`config.mk`:
```
export PLATFORM = sky130hd
export DESIGN_NAME = tag_sram_ctrl
export DESIGN_NICKNAME = d
export VERILOG_FILES = /design/src/rtl/tag_sram_ctrl.sv
export SDC_FILE = /design/constraint.sdc
export NUM_CORES = 1
export LEC_CHECK = 0
export ABC_AREA = 1
export BUFFER_PORTS_ARGS = -buffer_cell sky130_fd_sc_hd__buf_2
export CORE_UTILIZATION = 50
export CTS_CLUSTER_DIAMETER = 200
export DETAILED_ROUTE_END_ITERATION = 12
export PLACE_DENSITY = 0.71
export SYNTH_ARGS = -nofsm -noshare
export SYNTH_HDL_FRONTEND = slang
export SYNTH_SLANG_ARGS = --single-unit
```
`constraint.sdc`:
```
create_clock -name clk -period 3 [get_ports clk]
set_clock_uncertainty 0.05 [all_clocks]
set_input_delay 0.15 -clock clk [delete_from_list [all_inputs] [get_ports clk]]
set_output_delay 0.15 -clock clk [all_outputs]
set_load 0.02 [all_outputs]
```
`src/rtl/tag_sram_ctrl.sv`:
```
// Sequencer for a two-bank 64x32 tag SRAM used as a 2-way set-associative tag store.
// Handles lookups and fills with per-set LRU and invalidates the array after reset.
module tag_sram_ctrl #(
    parameter int unsigned ADDR_W = 6,
    parameter int unsigned WORD_W = 32,
    parameter int unsigned TAG_W  = 24
) (
    input  logic              clk,
    input  logic              rst_n,
    input  logic              req_valid,
    output logic              req_ready,
    input  logic              req_op,
    input  logic [ADDR_W-1:0] req_index,
    input  logic [TAG_W-1:0]  req_tag,
    output logic              rsp_valid,
    output logic              rsp_hit,
    output logic              rsp_way,
    output logic              init_done,
    output logic              sram_web,
    output logic              sram_oeb,
    output logic              sram_csb,
    output logic [ADDR_W-1:0] sram_a,
    output logic [WORD_W-1:0] sram_i,
    input  logic [WORD_W-1:0] sram_o
);

    localparam int unsigned SETS  = 2 ** ADDR_W;
    localparam int unsigned CNT_W = ADDR_W + 2;

    typedef enum logic [2:0] {
        S_INIT, S_IDLE, S_RD0, S_RD1, S_CMP, S_WR, S_RSP
    } state_t;

    state_t            state_q, state_d;
    logic [CNT_W-1:0]  cnt_q, cnt_d;
    logic              op_q, op_d;
    logic [ADDR_W-1:0] index_q, index_d;
    logic [TAG_W-1:0]  tag_q, tag_d;
    logic              d0_valid_q, d0_valid_d;
    logic [TAG_W-1:0]  d0_tag_q, d0_tag_d;
    logic              victim_q, victim_d;
    logic              hit_q, hit_d;
    logic [SETS-1:0]   lru_q;
    logic              lru_we;
    logic              lru_val;

    logic              ready_d, rsp_valid_d, rsp_hit_d, rsp_way_d, init_done_d;
    logic              web_d, oeb_d, csb_d;
    logic [ADDR_W-1:0] a_d;
    logic [WORD_W-1:0] i_d;

    logic              hit0, hit1, victim_c;
    logic [WORD_W-1:0] fill_word;

    // Way 0 data was captured during RD1; way 1 data is on the bus during CMP.
    assign hit0 = d0_valid_q & (d0_tag_q == tag_q);
    assign hit1 = sram_o[WORD_W-1] & (sram_o[TAG_W-1:0] == tag_q);

    always_comb begin
        fill_word             = '0;
        fill_word[WORD_W-1]   = 1'b1;
        fill_word[TAG_W-1:0]  = tag_q;
    end

    // Victim priority: hit way, invalid way 0, invalid way 1, then LRU way.
    always_comb begin
        victim_c = lru_q[index_q];
        if (hit0)                   victim_c = 1'b0;
        else if (hit1)              victim_c = 1'b1;
        else if (!d0_valid_q)       victim_c = 1'b0;
        else if (!sram_o[WORD_W-1]) victim_c = 1'b1;
    end

    // Next state plus next value of every registered output.
    always_comb begin
        state_d     = state_q;
        cnt_d       = cnt_q;
        op_d        = op_q;
        index_d     = index_q;
        tag_d       = tag_q;
        d0_valid_d  = d0_valid_q;
        d0_tag_d    = d0_tag_q;
        victim_d    = victim_q;
        hit_d       = hit_q;
        lru_we      = 1'b0;
        lru_val     = 1'b0;
        ready_d     = 1'b0;
        rsp_valid_d = 1'b0;
        rsp_hit_d   = rsp_hit;
        rsp_way_d   = rsp_way;
        init_done_d = init_done;
        web_d       = 1'b0;
        oeb_d       = 1'b0;
        csb_d       = 1'b0;
        a_d         = '0;
        i_d         = '0;

        case (state_q)
            S_INIT: begin
                if (cnt_q == CNT_W'(2 * SETS)) begin
                    state_d     = S_IDLE;
                    init_done_d = 1'b1;
                    ready_d     = 1'b1;
                end else begin
                    web_d = 1'b1;
                    csb_d = cnt_q[ADDR_W];
                    a_d   = cnt_q[ADDR_W-1:0];
                    cnt_d = cnt_q + CNT_W'(1);
                end
            end
            S_IDLE: begin
                if (req_valid && req_ready) begin
                    op_d    = req_op;
                    index_d = req_index;
                    tag_d   = req_tag;
                    state_d = S_RD0;
                    oeb_d   = 1'b1;
                    a_d     = req_index;
                end else begin
                    ready_d = 1'b1;
                end
            end
            S_RD0: begin
                state_d = S_RD1;
                oeb_d   = 1'b1;
                csb_d   = 1'b1;
                a_d     = index_q;
            end
            S_RD1: begin
                d0_valid_d = sram_o[WORD_W-1];
                d0_tag_d   = sram_o[TAG_W-1:0];
                state_d    = S_CMP;
            end
            S_CMP: begin
                hit_d = hit0 | hit1;
                if (!op_q) begin
                    rsp_valid_d = 1'b1;
                    rsp_hit_d   = hit0 | hit1;
                    rsp_way_d   = hit1 & ~hit0;
                    lru_we      = hit0 | hit1;
                    lru_val     = hit0;
                    state_d     = S_RSP;
                end else begin
                    victim_d = victim_c;
                    web_d    = 1'b1;
                    csb_d    = victim_c;
                    a_d      = index_q;
                    i_d      = fill_word;
                    state_d  = S_WR;
                end
            end
            S_WR: begin
                lru_we      = 1'b1;
                lru_val     = ~victim_q;
                rsp_valid_d = 1'b1;
                rsp_hit_d   = hit_q;
                rsp_way_d   = victim_q;
                state_d     = S_RSP;
            end
            S_RSP: begin
                state_d = S_IDLE;
                ready_d = 1'b1;
            end
            default: state_d = S_INIT;
        endcase
    end

    always_ff @(posedge clk) begin
        if (!rst_n) begin
            state_q    <= S_INIT;
            cnt_q      <= '0;
            op_q       <= 1'b0;
            index_q    <= '0;
            tag_q      <= '0;
            d0_valid_q <= 1'b0;
            d0_tag_q   <= '0;
            victim_q   <= 1'b0;
            hit_q      <= 1'b0;
            lru_q      <= '0;
            req_ready  <= 1'b0;
            rsp_valid  <= 1'b0;
            rsp_hit    <= 1'b0;
            rsp_way    <= 1'b0;
            init_done  <= 1'b0;
            sram_web   <= 1'b0;
            sram_oeb   <= 1'b0;
            sram_csb   <= 1'b0;
            sram_a     <= '0;
            sram_i     <= '0;
        end else begin
            state_q    <= state_d;
            cnt_q      <= cnt_d;
            op_q       <= op_d;
            index_q    <= index_d;
            tag_q      <= tag_d;
            d0_valid_q <= d0_valid_d;
            d0_tag_q   <= d0_tag_d;
            victim_q   <= victim_d;
            hit_q      <= hit_d;
            if (lru_we) lru_q[index_q] <= lru_val;
            req_ready  <= ready_d;
            rsp_valid  <= rsp_valid_d;
            rsp_hit    <= rsp_hit_d;
            rsp_way    <= rsp_way_d;
            init_done  <= init_done_d;
            sram_web   <= web_d;
            sram_oeb   <= oeb_d;
            sram_csb   <= csb_d;
            sram_a     <= a_d;
            sram_i     <= i_d;
        end
    end

endmodule
```
# Word-level counts from Yosys, hierarchy flattened
# Index checks and enable logic that the tools add are counted.
dict set report totals {
  wordCells 94
  ff_bits 179
}
dict set report classes {
  mux 39
  reduce_logical 12
  order_cmp 2
  add_sub_neg 1
  n_bitwise 7
  n_eq_ne 12
}
# operator count
set op_table {}
lappend op_table {{$bwmux W64} 1}
lappend op_table {{$eq A24 B24 Y1} 2}
lappend op_table {{$mux W32} 1}
lappend op_table {{$pmux W6 S4} 1}
lappend op_table {{$pmux W3 S7} 1}
lappend op_table {{$mux W1} 18}
lappend op_table {{$mux W6} 3}
lappend op_table {{$pmux W1 S2} 7}
lappend op_table {{$reduce_and A2 Y1} 7}
lappend op_table {{$eq A3 B3 Y1 const B} 3}
lappend op_table {{$add A8 B1 Y8 const B} 1}
lappend op_table {{$eq A8 B8 Y1 const B} 1}
lappend op_table {{$lt A6 B7 Y1 const B} 1}
lappend op_table {{$bmux W1 S6} 1}
lappend op_table {{$demux W1 S6} 1}
lappend op_table {{$eq A3 B2 Y1 const B} 2}
lappend op_table {{$ge A6 B1 Y1 const B} 1}
lappend op_table {{$mux W3} 2}
lappend op_table {{$ne A2 B2 Y1 const B} 3}
lappend op_table {{$pmux W1 S3} 2}
lappend op_table {{$and A1 B1 Y1} 3}
lappend op_table {{$eq A3 B1 Y1 const B} 1}
lappend op_table {{$logic_not A3 Y1} 1}
lappend op_table {{$not A1 Y1} 3}
lappend op_table {{other kinds (5)} 6}

# Longest topological paths before layout
# Gate-level depths: netlist (run 1).
dict set report depth {
  ltp_word 8
  ltp_mapped 17
}

# Worst setup path before layout (run 1)
# OpenSTA, ideal clock, no wires.
dict set report synth_timing {
  path_type {reg-to-reg}
  start {register tag_q[4]}
  end {register lru_q[17]}
  period_less_slack_ns 1.627
  path_stages_with_launch 13
  arrival_time_ns 1.445
  required_ns 2.818
  path_slack_ns 1.373
  cell_sequence {dfxtp_1 -> xnor2_1 -> nand2_1 -> nor2_1 -> nand2_1 -> nor2_1 -> nand2_1 -> nand3_2 -> buf_6 -> buf_2 -> nand3_1 -> nand2_1 -> a21oi_1}
}
dict set report synth_via {
  elab_chain_len 5
  word_cells_on_any_way 10
  classes_between {2 x eq/ne; 5 x mux; 3 x bitwise}
}
# element line
set synth_rtl {}
lappend synth_rtl {{start, declared} 38} ;# logic [TAG_W-1:0] tag_q, tag_d;
lappend synth_rtl {{start signal, assigned} 195} ;# tag_q <= tag_d;
lappend synth_rtl {{$eq A24 B24 Y1 (on tied branches)} {56, 57}}
lappend synth_rtl {{$and A1 B1 Y1 (on tied branches)} {56, 57}}
lappend synth_rtl {{$mux W1 or $or A1 B1 Y1 (tied branches)} {136, 140}}
lappend synth_rtl {{$pmux W1 S2 or $mux W1 (tied branches)} {98, 136}}
lappend synth_rtl {{$bwmux W64 or $pmux W1 S2 (tied branches)} {200, 98}}
lappend synth_rtl {{end signal, assigned by index} 200} ;# if (lru_we) lru_q[index_q] <= lru_val;
lappend synth_rtl {{end, declared} 43} ;# logic [SETS-1:0] lru_q;
# Several ways; a longest one is shown, not always the timed one.
# A chain may end at the register's enable or synchronous reset.

# Worst setup path after layout (run 1)
dict set report layout_timing {
  start {register tag_q[6]}
  end {register lru_q[1]}
}
# Same word-level chain as after synthesis.

==> results.md, run 1 <==
Drt:
- The detail route stage leaves a number of antenna-violating nets equal to 0.
- The post-detailed-routing wire length is around 22 mm.
- The initial DRC count is approximately 590.
- The routed wire length per instance is around 14 microns.
- Across all layers, the routed design uses a little over 8000 vias.
- The detailed-router iteration count before antenna repair is 5.
- After detailed routing, the number of vias per cell comes to 5.248.
- After detailed routing, the number of remaining DRC violations is 0.

Worst setup path:
- The worst endpoint required time is ~3.3 ns.
- Grouping stages by cell kind, the critical path spends the most delay in simple AND/OR/NAND/NOR gates.
- The worst setup path is captured at a flop.
- STA puts the critical path data arrival time at between 2 and 3 ns.
- The worst setup path is of the flop to flop kind.
- In this design, the stage delay of the slowest critical-path cell is between 0.5 and 0.6 ns.
- The largest fanout on the critical path is 64.
- The number of buffers and inverters on the critical path is 0.
- The standard cell with the maximum stage delay on the critical path is nand2_4.
- Traced cell by cell, the critical path runs through xnor2_1 > nand2_1 > nor2_1 > nand2_1 > nor2_1 > nand3_1 > nand2_4 > nand4_1 > a21oi_1.
- The worst setup path is launched from a flop.

Timing:
- Setup repair after global routing left no endpoint under its margin.
- At the pin with the least slew margin, the transition time is between 0.9 and 1 ns.
- Derived from the worst setup path, the maximum achievable clock frequency is between 400 and 500 MHz.
- The final max-slew violation count is 0.
- The post-route clock period utilization is between 70% and 80%.
- The final-report setup violation count is 0.
- The minimum period implied by the final worst setup slack is 2.301 ns.
- The final hold violation count was 0.
- Headroom to the max-slew limit came out at between 30% and 40%.
- The setup TNS after final layout is 0 ns.

Min path:
- The class of the worst hold path is input port to flop.

Flow run:
- The total of max-cap violations is 0.

Placed design:
- The congestion estimate from routability-driven global placement came to around 0.83.
- The total of buffers placed on input and output ports is just under 100.
- The detailed placement HPWL is around 14 mm.

Global routing:
- The via count of the first global-routing pass is ~7300.
- Across every metal layer, demand over resource in global routing totals about a quarter.
- Entering global routing, the biggest net connects 74 pins.
- The initial antenna violation count came to 0.
- The first-pass GRT wire length is 35.40 mm.
- The sum of overflow across all layers after global routing is 0.

Clock network:
- The clock-pin slew of the registers on the worst-case setup and hold paths is about 0.070 ns.
- The root buffer selected by CTS is clkbuf_16.
- The number of gates given a new drive strength after cts is 0.
- Counting every sink on the clock net gives approximately 170.
- The clock latency on the worst-skew pair is around 0.43 ns.
- The count of H-tree levels built during CTS is 4.
- The number of CTS-inserted buffers is 17.
- TritonCTS built the clock tree.
- The clock passes through at most 2 buffers.

Die:
- The starting density of the core is 51.83%.
- From left edge to right edge, the die measures 131.0 microns.
- The floorplan has 46 rows.
- The die footprint is 17170 sq um.
- The die is between 100 and 150 microns tall.
- The core region is 16060 sq um.
- The number of placed I/O pins is between 100 and 150.

Final layout:
- The number of antenna diodes in the final layout is 0.
- The area of the multi-input gates is between 4000 and 5000 sq um.
- Of the cells placed in the final design, the portion with a size suffix greater than 1 is between 10% and 20%.
- Relative to the synthesized area, the layout overhead comes to 20.07%.
- The filler cells instantiated in the layout total around 1500.
- The final net count is 1424.
- The register area is between 3000 and 4000 sq um.

Power and ir drop:
- The power density relative to cell area is 488.4 nW/um^2.
- The total power of the final layout is roughly 5 mW.
- The leakage power figure is 4.122 nW.
- Across the VDD grid, the largest voltage drop is between 400 and 500 uV.

Logic synthesis:
- The number of different library cells used by synthesis comes to 36.
- The Yosys step of the flow raised 0 warnings.
- The post-synthesis cell count is 1242.
- The average instance in the mapped netlist occupies about 6.7 sq um.
- The synthesized netlist occupies a cell area of 8323 sq um.
- The share of the Yosys chip area taken by registers is around 41%.
- The synthesized flop and latch total is 172.

Run status:
- The run finished with clean final reports.
## metrics by stage
stage	instances	utilization, %	hold WS, ns	worst slack, ns	instance area (sq um)
floorplan	1248	-	0.2349	1.373	8346
global placement	1499	55.24	0.3539	0.7993	8871
detailed placement	1499	55.24	0.3583	0.7777	8871
CTS	1585	62.23	0.002999	0.7188	9993
global route	1585	62.23	0.04157	0.4844	9993
finish	1585	62.23	0.02220	0.6992	9993
## area by class of cell
class | instances | share of cell area, %
clock inverters | 14 | 1.527
multi-input cells | 887 | 40.83
well taps | 216 | 2.704
clock buffers | 18 | 4.294
inverters | 113 | 4.244
repair buffers | 165 | 11.94
flip-flops and latches | 172 | 34.46
## state kept, by name, summed over array words and instances (netlist names), 3 cells and up
signal / cells
lru_q: 64
sram_i: 25
d0_tag_q: 24
tag_q: 24
cnt_q: 8
index_q: 6
sram_a: 6
state_q: 3
## cells by family after synthesis
group                    share of synthesized area [%]
flip-flops                                       41.37
other                                          0.04506
AND/OR/NAND/NOR                                  33.67
adder cells (fa/ha/maj)                         0.3006
AO/OA/AOI/OAI                                    12.48
buffers and inverters                            10.03
XOR/XNOR                                         2.105
## placed cells by master, fill, tap and decap left out, drive strengths merged, types with 18 or more instances in the layout
| cell | instances |
|---|---|
| inv | 121 |
| nor2 | 196 |
| a21oi | 111 |
| nand4 | 56 |
| dlygate4sd3 | 54 |
| nand2 | 295 |
| xnor2 | 20 |
| dfxtp | 172 |
| clkbuf | 18 |
| buf | 111 |
| o21ai | 76 |
| nand3 | 87 |
## where the power goes
part / switching (mW) / internal, mW / leakage [nW] / total (mW)
Combinational: 0.204 / 0.142 / 2.45 / 0.346
Sequential: 0.0223 / 2.31 / 1.39 / 2.33
Clock: 1.02 / 1.18 / 0.281 / 2.20
Total: 1.25 / 3.63 / 4.12 / 4.88
## worst paths after layout
check / startpoint / cells after the start / end / slack, ns
max reg2reg: tag_q[6] / 9 / lru_q[1] / 0.70
max: tag_q[6] / 9 / lru_q[1] / 0.70
min reg2reg: lru_q[16] / 2 / lru_q[16] / 0.41
min: sram_o[31] / 3 / d0_valid_q / 0.02
## synth_stat cells
| cell type | instances | share of area [%] |
|---|---|---|
| nand2_1 | 294 | 13 |
| nor2_1 | 187 | 8.4 |
| dfxtp_1 | 172 | 41 |
| a21oi_1 | 111 | 6.7 |
| inv_1 | 93 | 4.2 |
| nand3_1 | 86 | 5.2 |
| o21ai_0 | 65 | 3.9 |
| nand4_1 | 56 | 4.2 |
| clkbuf_1 | 26 | 1.2 |
| buf_2 | 25 | 1.5 |
| buf_4 | 21 | 1.9 |
| xnor2_1 | 20 | 2.1 |
| inv_2 | 19 | 0.86 |
| nor3_1 | 14 | 0.84 |
| o21ai_1 | 11 | 0.66 |
| nor2_2 | 7 | 0.53 |
| a31oi_1 | 6 | 0.45 |
| o211ai_1 | 4 | 0.36 |
| o22ai_1 | 3 | 0.23 |
| buf_1 | 2 | 0.090 |
| buf_6 | 2 | 0.27 |
| ha_1 | 2 | 0.30 |
| nor2_4 | 2 | 0.27 |
| or2_2 | 2 | 0.15 |
| a41oi_1 | 1 | 0.11 |
| and3_1 | 1 | 0.075 |
| clkinv_1 | 1 | 0.045 |
| conb_1 | 1 | 0.045 |
| nand2_4 | 1 | 0.14 |
| nand3_2 | 1 | 0.12 |
| nand3b_1 | 1 | 0.090 |
| nor3b_1 | 1 | 0.090 |
| nor4_1 | 1 | 0.075 |
| nor4_2 | 1 | 0.15 |
| o21a_1 | 1 | 0.090 |
| or2_0 | 1 | 0.075 |
## worst register-to-register path, cell delays in order (launching register included)
cell and delay (ns):
dfxtp_1 0.41, xnor2_1 0.15, nand2_1 0.09, nor2_1 0.10
nand2_1 0.05, nor2_1 0.20, nand3_1 0.17, nand2_4 0.59
nand4_1 0.23, a21oi_1 0.18
## per-layer routing
layer | vias up | part of all wire [%] | GRT usage, %
met5 | - | 0 | 0
met4 | 0 | 1.6 | 8.046
li1 | 4257 | - | -
met1 | 3808 | 46 | 35.56
met2 | 225 | 47 | 41.86
met3 | 28 | 5.2 | 5.252
## repair_timing
| item | in CTS | in global routing |
|---|---|---|
| hold buffers | 54 | 0 |
| buffers inserted | 0 | 0 |
| endpoints found under the hold margin | 58 | 0 |
Note: power is estimated with default switching activity, not from simulation.
==> inputs of run 2 (changes only) <==
PLACE_DENSITY = 0.74   (was 0.71)
clock period = 2 ns   (was 3 ns; I/O delays follow)
==> run 2 against run 1 <==
  * Count of clock-buffer cells in the layout fell by 1
  * Die area did not move
  * Sequential share of layout area fell by 2.2 points
  * Largest power group unchanged
  * First-iteration DRC count rose by 49%
  * Flip-flop and latch count did not move
  * Cell count rose by 2.5%
  * Clock power rose by 50%
  * Fmax rose by 18%
  * Worst setup slack got worse by 0.65 ns
  * Critical path type unchanged
  * Sequential power rose by 50%
==> results.md, run 2 (synthesized netlist as in run 1, its figures left out) <==
Run status:
- The flow ran to the end, and the final reports show no timing, DRC or antenna violations.

Placed design:
- The detailed placement HPWL was 14.22 mm (+3.9%).
- The pre-CTS setup slack is 0.01774 ns (-0.7600 ns).
- The total of buffers placed on input and output ports came to 97 (unchanged).
- The placer congestion estimate was 0.8368 (+1.1%).
- The total instance count after detailed placement was 1515 (+1.1%).
- The post-detailed-placement cell area is 9054 sq um (+2.1%).

Die:
- The starting density of the core is 51.83% (unchanged).
- The overall die width is 131.0 microns (unchanged).
- The overall die height is 131.0 microns (unchanged).
- The number of placed I/O pins was 112 (unchanged).
- The die footprint came to 17170 sq um (unchanged).
- The core outline area is 16060 sq um (unchanged).
- The number of rows in the core area was 46 (unchanged).

Final layout:
- The most common cell after layout, fill and taps aside is nand2_1.
- The proportion of layout cells with a drive suffix above 1 is 17.83% (+4.9 points).
- The final design instance area without fill was 10680 sq um (+6.9%).
- The area growth from synthesis to final layout is 28.31%.
- The number of flip-flops under the largest register name is 64 (unchanged).
- The core occupancy in the finished layout is 66.50% (+4.3 points).
- The largest registers in the layout are lru_q x64, sram_i x25.
- The count of fill cells added during filler insertion came to 1331 (-9.5%).
- The filler-free cell count of the finished design came to 1624 (+2.5%).
- The final antenna diode count is 0 (unchanged).
- The top cell types in the final layout, fill and taps aside, are 286 x nand2_1, 181 x nor2_1, 168 x dfxtp_1.
- The final net count is 1463 (+2.7%).
- The most flop-heavy register is lru_q.

Drt:
- The routed wire length per instance is 14.94 microns (+8.2%).
- The number of remaining DRC errors came to 0 (unchanged).
- The initial DRC count was 883 (+49%).
- The count of vias placed by the detailed router was 8841 (+6.3%).
- The post-detailed-routing wire length came to 24.26 mm (+11%).
- The detailed-router iteration count before antenna repair is 5 (unchanged).
- The detail-routed via count per cell was 5.444 (+3.7%).
- The post-detailed-route count of antenna-violating nets is 0 (unchanged).

Timing:
- The final max-slew violation count is 0 (unchanged).
- The measured slew at the worst slew-check pin was 0.6389 ns (-0.2843 ns).
- The post-route clock period utilization is 97.48% (+21 points).
- The worst setup slack after layout is 0.05039 ns (-0.6488 ns).
- The upper clock frequency limit came to 512.9 MHz (+18%).
- The final hold violation count is 0 (unchanged).
- The setup TNS after final layout came to 0 ns (unchanged).
- The final-report setup violation count is 0 (unchanged).
- The headroom to the max-slew limit is 57.36% (+19 points).
- The minimum period implied by the final worst setup slack is 1.950 ns (-0.3512 ns).
- Setup repair after global routing could not meet its margin everywhere.

Power and ir drop:
- The worst IR drop on VDD is 869.7 uV (+89%).
- The sequential group share of total power is 47.7% (about the same).
- The portion of total power attributed to combinational logic is 7.4% (+0.3 points).
- The power density relative to cell area is 686.8 nW/um^2 (+41%).
- The internal power of the cells is 5.354 mW (+47%).
- The switching portion of total power is 27.00% (+1.5 points).
- The clock share of power is 44.9% (-0.2 points).
- The leakage power figure is 4.362 nW (+5.8%).
- The switching power total is 1.980 mW (+59%).

Clock network:
- The clock sink count is 172 (unchanged).
- The TritonCTS clock tree is built.
- The root buffer selected by CTS is clkbuf_16.
- The clock latency on the worst-skew pair came to 0.44 ns (about the same).
- The count of H-tree levels built during CTS is 4 (unchanged).
- The buffer levels on the longest clock path is 2 (unchanged).
- The clock-pin slew of the registers on the worst-case setup and hold paths was 0.08 ns (about the same).
- The number of CTS-inserted buffers is 17 (unchanged).

Global routing:
- The via count of the first global-routing pass is 7910 (+8.8%).
- The sum of overflow across all layers after global routing is 0 (unchanged).
- The overall routing resource usage is 27.73% (+1.5 points).
- The first-pass GRT wire length came to 37.50 mm (+5.9%).
- The initial antenna violation count is 0 (unchanged).
- The fraction of met1 tracks used by global routing is 35.02% (-0.54 points).
- The layer with the highest usage after global routing is met2.
- The global-route track usage on met3 is 5.660% (+0.41 points).
- The largest net degree at the start of global routing is 74 (unchanged).
- The global routing met2 resource utilization was 45.78% (+3.9 points).

Min path:
- The class of the worst hold path is input port to flop.
- The number of stages on the worst hold path is 5 (+2).

Flow run:
- The total of max-cap violations is 0 (unchanged).

Worst setup path:
- The type of the setup path with the least slack is flop to flop.
- The length in cells of the worst reg-to-reg path is 14 (+5).
- The worst endpoint required time came to 2.25 ns (-1.06 ns).
- The endpoint arrival time on the critical path is 2.20 ns (-0.41 ns).
- The worst setup path is captured at a flop.
- The largest fanout on the critical path is 5 (-92%).
- The startpoint class of the critical path is a flop.
==> run 2: cell types whose count changed in the layout (fill, tap and decap cells not counted), sizes merged <==
cell,before,now
dlygate4sd3,54,57
clkinv,3,7
buf,111,140
bufinv,1,0
inv,121,119
clkinvlp,2,3
clkbuf,18,23
==> run 2: layer usage <==
metal  share of wire (%)  up-vias
met1                  42     4119
li1                    -     4318
met2                  49      332
met4                 3.1        0
met5                   0        -
met3                 6.0       72
==> run 2: path summary, 6_finish.rpt <==
check / end / from / slack [ns]
hold / removal: sram_oeb / req_valid / 0.12
setup / recovery: lru_q[24] / tag_q[13] / 0.05
setup reg to reg: lru_q[24] / tag_q[13] / 0.05
hold reg to reg: lru_q[30] / lru_q[30] / 0.41
==> run 2: worst max-delay path: stages (launching register included) <==
cell and delay (ns):
dfxtp_2 0.33, inv_2 0.08, or2_0 0.11, nand4_1 0.13, nor2_1 0.16, nand2_1 0.08
nor2_2 0.12, nand2_2 0.09, nand3_4 0.11, buf_6 0.14, buf_12 0.11, clkbuf_16 0.12
nand3_1 0.06, nand2_1 0.07, a21oi_1 0.05
==> run 2: through the flow <==
| stage | power (mW) | hold WS (ns) |
|---|---|---|
| 2_1_floorplan | 3.861 | 0.1849 |
| 3_3_place_gp | 4.005 | 0.2990 |
| 3_5_place_dp | 4.008 | 0.3083 |
| 4_1_cts | 7.309 | 0.1125 |
| 5_1_grt | 7.544 | 0.1626 |
| 6_report | 7.334 | 0.1157 |
==> run 2: power by group through the flow <==
stage / Clock [mW] / Combinational (mW) / Sequential, mW
finish: 3.29 / 0.541 / 3.50
global route: 3.44 / 0.597 / 3.51
CTS: 3.29 / 0.520 / 3.50
detailed placement: 0 / 0.429 / 3.58
global placement: 0 / 0.427 / 3.58
floorplan: 0 / 0.267 / 3.59
==> run 2: what timing repair did <==
action | in CTS | in global routing
endpoints found under the setup margin | 2 | 78
buffers inserted | 0 | 11
hold buffers | 57 | 0
gates cloned | 0 | 9
pin swaps | 1 | 34
endpoints found under the hold margin | 63 | 0
gates resized for setup | 1 | 50
==> run 2: area by class of cell <==
type	instances	area [sq um]	share of cell area, %
multi-input combinational	887	4258	39.87
sequential	172	3448	32.29
timing repair buffer	203	1689	15.82
inverter	113	427.9	4.007
clock buffer	17	425.4	3.984
tap	216	270.3	2.531
clock inverter	15	152.6	1.429
timing repair inverter	1	7.507	0.07030
==> inputs of run 3 (changes only) <==
CELL_PAD_IN_SITES_DETAIL_PLACEMENT = 1   (was not set)
CELL_PAD_IN_SITES_GLOBAL_PLACEMENT = 2   (was not set)
CORE_UTILIZATION = 34   (was 50)
HOLD_SLACK_MARGIN = 0.06   (was not set)
PLACE_DENSITY = not set   (was 0.74)
PLACE_DENSITY_LB_ADDON = 0.1   (was not set)
clock period = 2.4 ns   (was 2 ns; I/O delays follow)
==> run 3 against run 2 <==
  * Core utilization fell by 23 points
  * Power fell by 16%
  * Highest routed layer unchanged
  * Critical path type unchanged
  * Clock power fell by 16%
  * Critical endpoint is now lru_q[2]
  * Critical path depth fell by 1
  * Flip-flop and latch count did not move
==> results.md, run 3 (synthesized netlist as in run 1, its figures left out) <==
Worst setup path:
- The worst setup path is captured at a flop.
- Traced cell by cell, the critical path runs through inv_2 > nand2_1 > nand4_1 > nor2_1 > nand2_1 > nor2_2 > nand2_1 > nand3_4 > buf_12 > nand3_1 > nand2_1 > nand2_1 > nor2_1.
- The largest fanout on the critical path is 57 (+52).
- The startpoint of the worst register-to-register path is tag_q[19].
- The standard cell with the maximum stage delay on the critical path is dfxtp_1.
- Counting stages on the worst path, the most repeated cell is nand2_1.
- The worst setup path is launched from a flop.
- The slack of the worst reg-to-reg path is 0.31 ns (+0.26 ns).
- The worst endpoint required time came to 2.73 ns (+0.48 ns).
- In this run the critical register-to-register path is captured at lru_q[2].
- The endpoint arrival time on the critical path came to 2.42 ns (+0.22 ns).
- The delay of the slowest cell on the worst path came to 0.40 ns (+0.07 ns).
- The length in cells of the worst reg-to-reg path is 13 (-1).
- The critical path is of the flop to flop type.

Final layout:
- The count of fill cells added during filler insertion is 3052 (+130%).
- The final net count is 1444 (-1.3%).
- Leaving out fill and tap cells, the most frequent cell in the layout is nand2_1.
- The core occupancy in the finished layout is 43.29% (-23 points).
- The area of the multi-input gates is 4083 sq um (-4.1%).
- The number of flip-flops under the largest register name was 64 (unchanged).
- The proportion of layout cells with a drive suffix above 1 is 14.04% (-3.8 points).
- The register area is 3443 sq um (-0.15%).
- In the layout the commonest cells are 294 x nand2_1, 186 x nor2_1, 172 x dfxtp_1.
- The largest registers in the layout are lru_q x64, sram_i x25.
- The most flop-heavy register is lru_q.
- The area growth from synthesis to layout is 23.54%.

Run status:
- The run finished with clean final reports.

Drt:
- The count of vias placed by the detailed router was 8428 (-4.7%).
- The routed wire length per instance is 15.79 microns (+5.7%).
- The initial DRC count is 343 (-61%).
- The number of remaining DRC errors was 0 (unchanged).
- The post-detailed-route count of antenna-violating nets is 0 (unchanged).
- The post-detailed-routing wire length is 26.99 mm (+11%).
- The detail-routed via count per cell was 4.932 (-9.4%).
- The detailed-router iteration count before antenna repair is 4 (-1).

Clock network:
- The clock latency on the worst-skew pair is 0.44 ns (about the same).
- The clock-pin slew of the registers on the worst-case setup and hold paths is 0.08 ns (about the same).
- The clock sink count is 172 (unchanged).
- The count of H-tree levels built during CTS is 4 (unchanged).
- The number of CTS-inserted buffers is 17 (unchanged).
- TritonCTS built the clock tree.
- The buffer levels on the longest clock path was 2 (unchanged).
- The root buffer selected by CTS is clkbuf_16.

Global routing:
- The via count of the first global-routing pass is 8438 (+6.7%).
- The largest net degree at the start of global routing is 80 (+8.1%).
- The initial antenna violation count came to 0 (unchanged).
- The sum of overflow across all layers after global routing came to 0 (unchanged).
- The first-pass GRT wire length is 43.91 mm (+17%).
- The overall routing resource usage is 22.44% (-5.3 points).

Power and ir drop:
- The total power of the final layout is 6.130 mW (-16%).
- The leakage power figure is 4.215 nW (-3.4%).
- The power density relative to cell area came to 596.2 nW/um^2 (-13%).
- The worst IR drop on VDD is 390.8 uV (-55%).

Timing:
- The headroom to the max-slew limit is 36.87% (-20 points).
- The final max-slew violation count was 0 (unchanged).
- The minimum period implied by the final worst setup slack is 2.089 ns (+0.1398 ns).
- The worst setup slack after layout came to 0.3106 ns (+0.2602 ns).
- The post-route clock period utilization is 87.06% (-10 points).
- The final hold violation count is 0 (unchanged).
- The upper clock frequency limit is 478.6 MHz (-6.7%).
- The final hold slack is 0.1415 ns (+0.02587 ns).
- The measured slew at the worst slew-check pin came to 0.9458 ns (+0.3069 ns).
- The setup TNS after final layout is 0 ns (unchanged).
- The final-report setup violation count is 0 (unchanged).
- Setup repair after global routing left no endpoint under its margin.

Min path:
- The worst hold path belongs to the class input port to flop.
- The worst hold path terminates at state_q[0].
- The number of stages on the worst hold path came to 6 (+1).
- The source of the worst hold timing path is req_valid.

Flow run:
- The total of max-cap violations is 0 (unchanged).

Placed design:
- The pre-CTS setup slack came to 0.2412 ns (+0.2235 ns).
- The detailed placement HPWL is 18.01 mm (+27%).
- The total of buffers placed on input and output ports is 97 (unchanged).
- The placer congestion estimate is 0.7499 (-10%).

Die:
- The starting density of the core was 35.04% (-17 points).
- The core outline area is 23750 sq um (+48%).
- The overall die width came to 158.5 microns (+21%).
- The overall die height is 158.5 microns (+21%).
- The die footprint was 25110 sq um (+46%).
- The number of placed I/O pins came to 112 (unchanged).
- The number of rows in the core area was 56 (+22%).
[run 3: changes by cell type in the layout (fill, tap and decap cells not counted), moves of 5 or more]
cell       delta
nand3_2      -10
nand3_1      +17
buf_6         -6
nand2_1       +8
nor2_2        -5
nand3_4       -7
buf_12        -6
nor2_1        +5
clkbuf_16     -6
nand2_2       -8
[run 3: layout make-up]
cell class	instances	area share [%]
Antenna cell	1	0.02434
Clock inverter	14	1.460
Inverter	113	4.125
Timing Repair Buffer	185	13.14
Tap cell	319	3.882
Multi-Input combinational cell	887	39.71
Clock buffer	18	4.174
Sequential cell	172	33.49
[run 3: critical path, delay by kind of cell, from the launching register on]
family,cells,cell delay (ns)
buffers and inverters,2,0.35
and+or+nand+nor,11,1.22
DFF,1,0.40
[run 3: through the flow]
stage	area, sq um	instances
after floorplan	8346	1248
after global placement	9128	1619
after detailed placement	9128	1619
after CTS	10280	1708
after global routing	10280	1708
final	10280	1709
[run 3: how the worst max path moves through the flow]
stage / startpoint / end / slack, ns / cells after the start
4_1_cts: tag_q[19] / lru_q[2] / 0.22 / 13
5_1_grt: tag_q[19] / lru_q[2] / 0.09 / 13
2_1_floorplan: tag_q[4] / lru_q[17] / 0.77 / 12
3_5_place_dp: tag_q[19] / lru_q[2] / 0.24 / 13
3_3_place_gp: tag_q[19] / lru_q[2] / 0.26 / 12
6_report: tag_q[19] / lru_q[2] / 0.31 / 13
[run 3: metal layers]
metal	track usage, %	vias up	routed length [microns]
met1	29.30	4005	12900
li1	-	4289	-
met5	0	-	0
met3	3.892	19	887
met4	5.357	0	298
met2	38.20	115	12900
[run 3: power by group]
part	switching [mW]	internal, mW
logic	0.263	0.183
registers	0.0285	2.89
clock network	1.37	1.39
[run 3: what timing repair did]
| action | 4_1_cts | 5_1_grt |
|---|---|---|
| gates resized for setup | 0 | 1 |
| hold buffers | 57 | 0 |
| setup buffers | 0 | 0 |
| endpoints found under the setup margin | 0 | 2 |
| endpoints found under the hold margin | 68 | 0 |
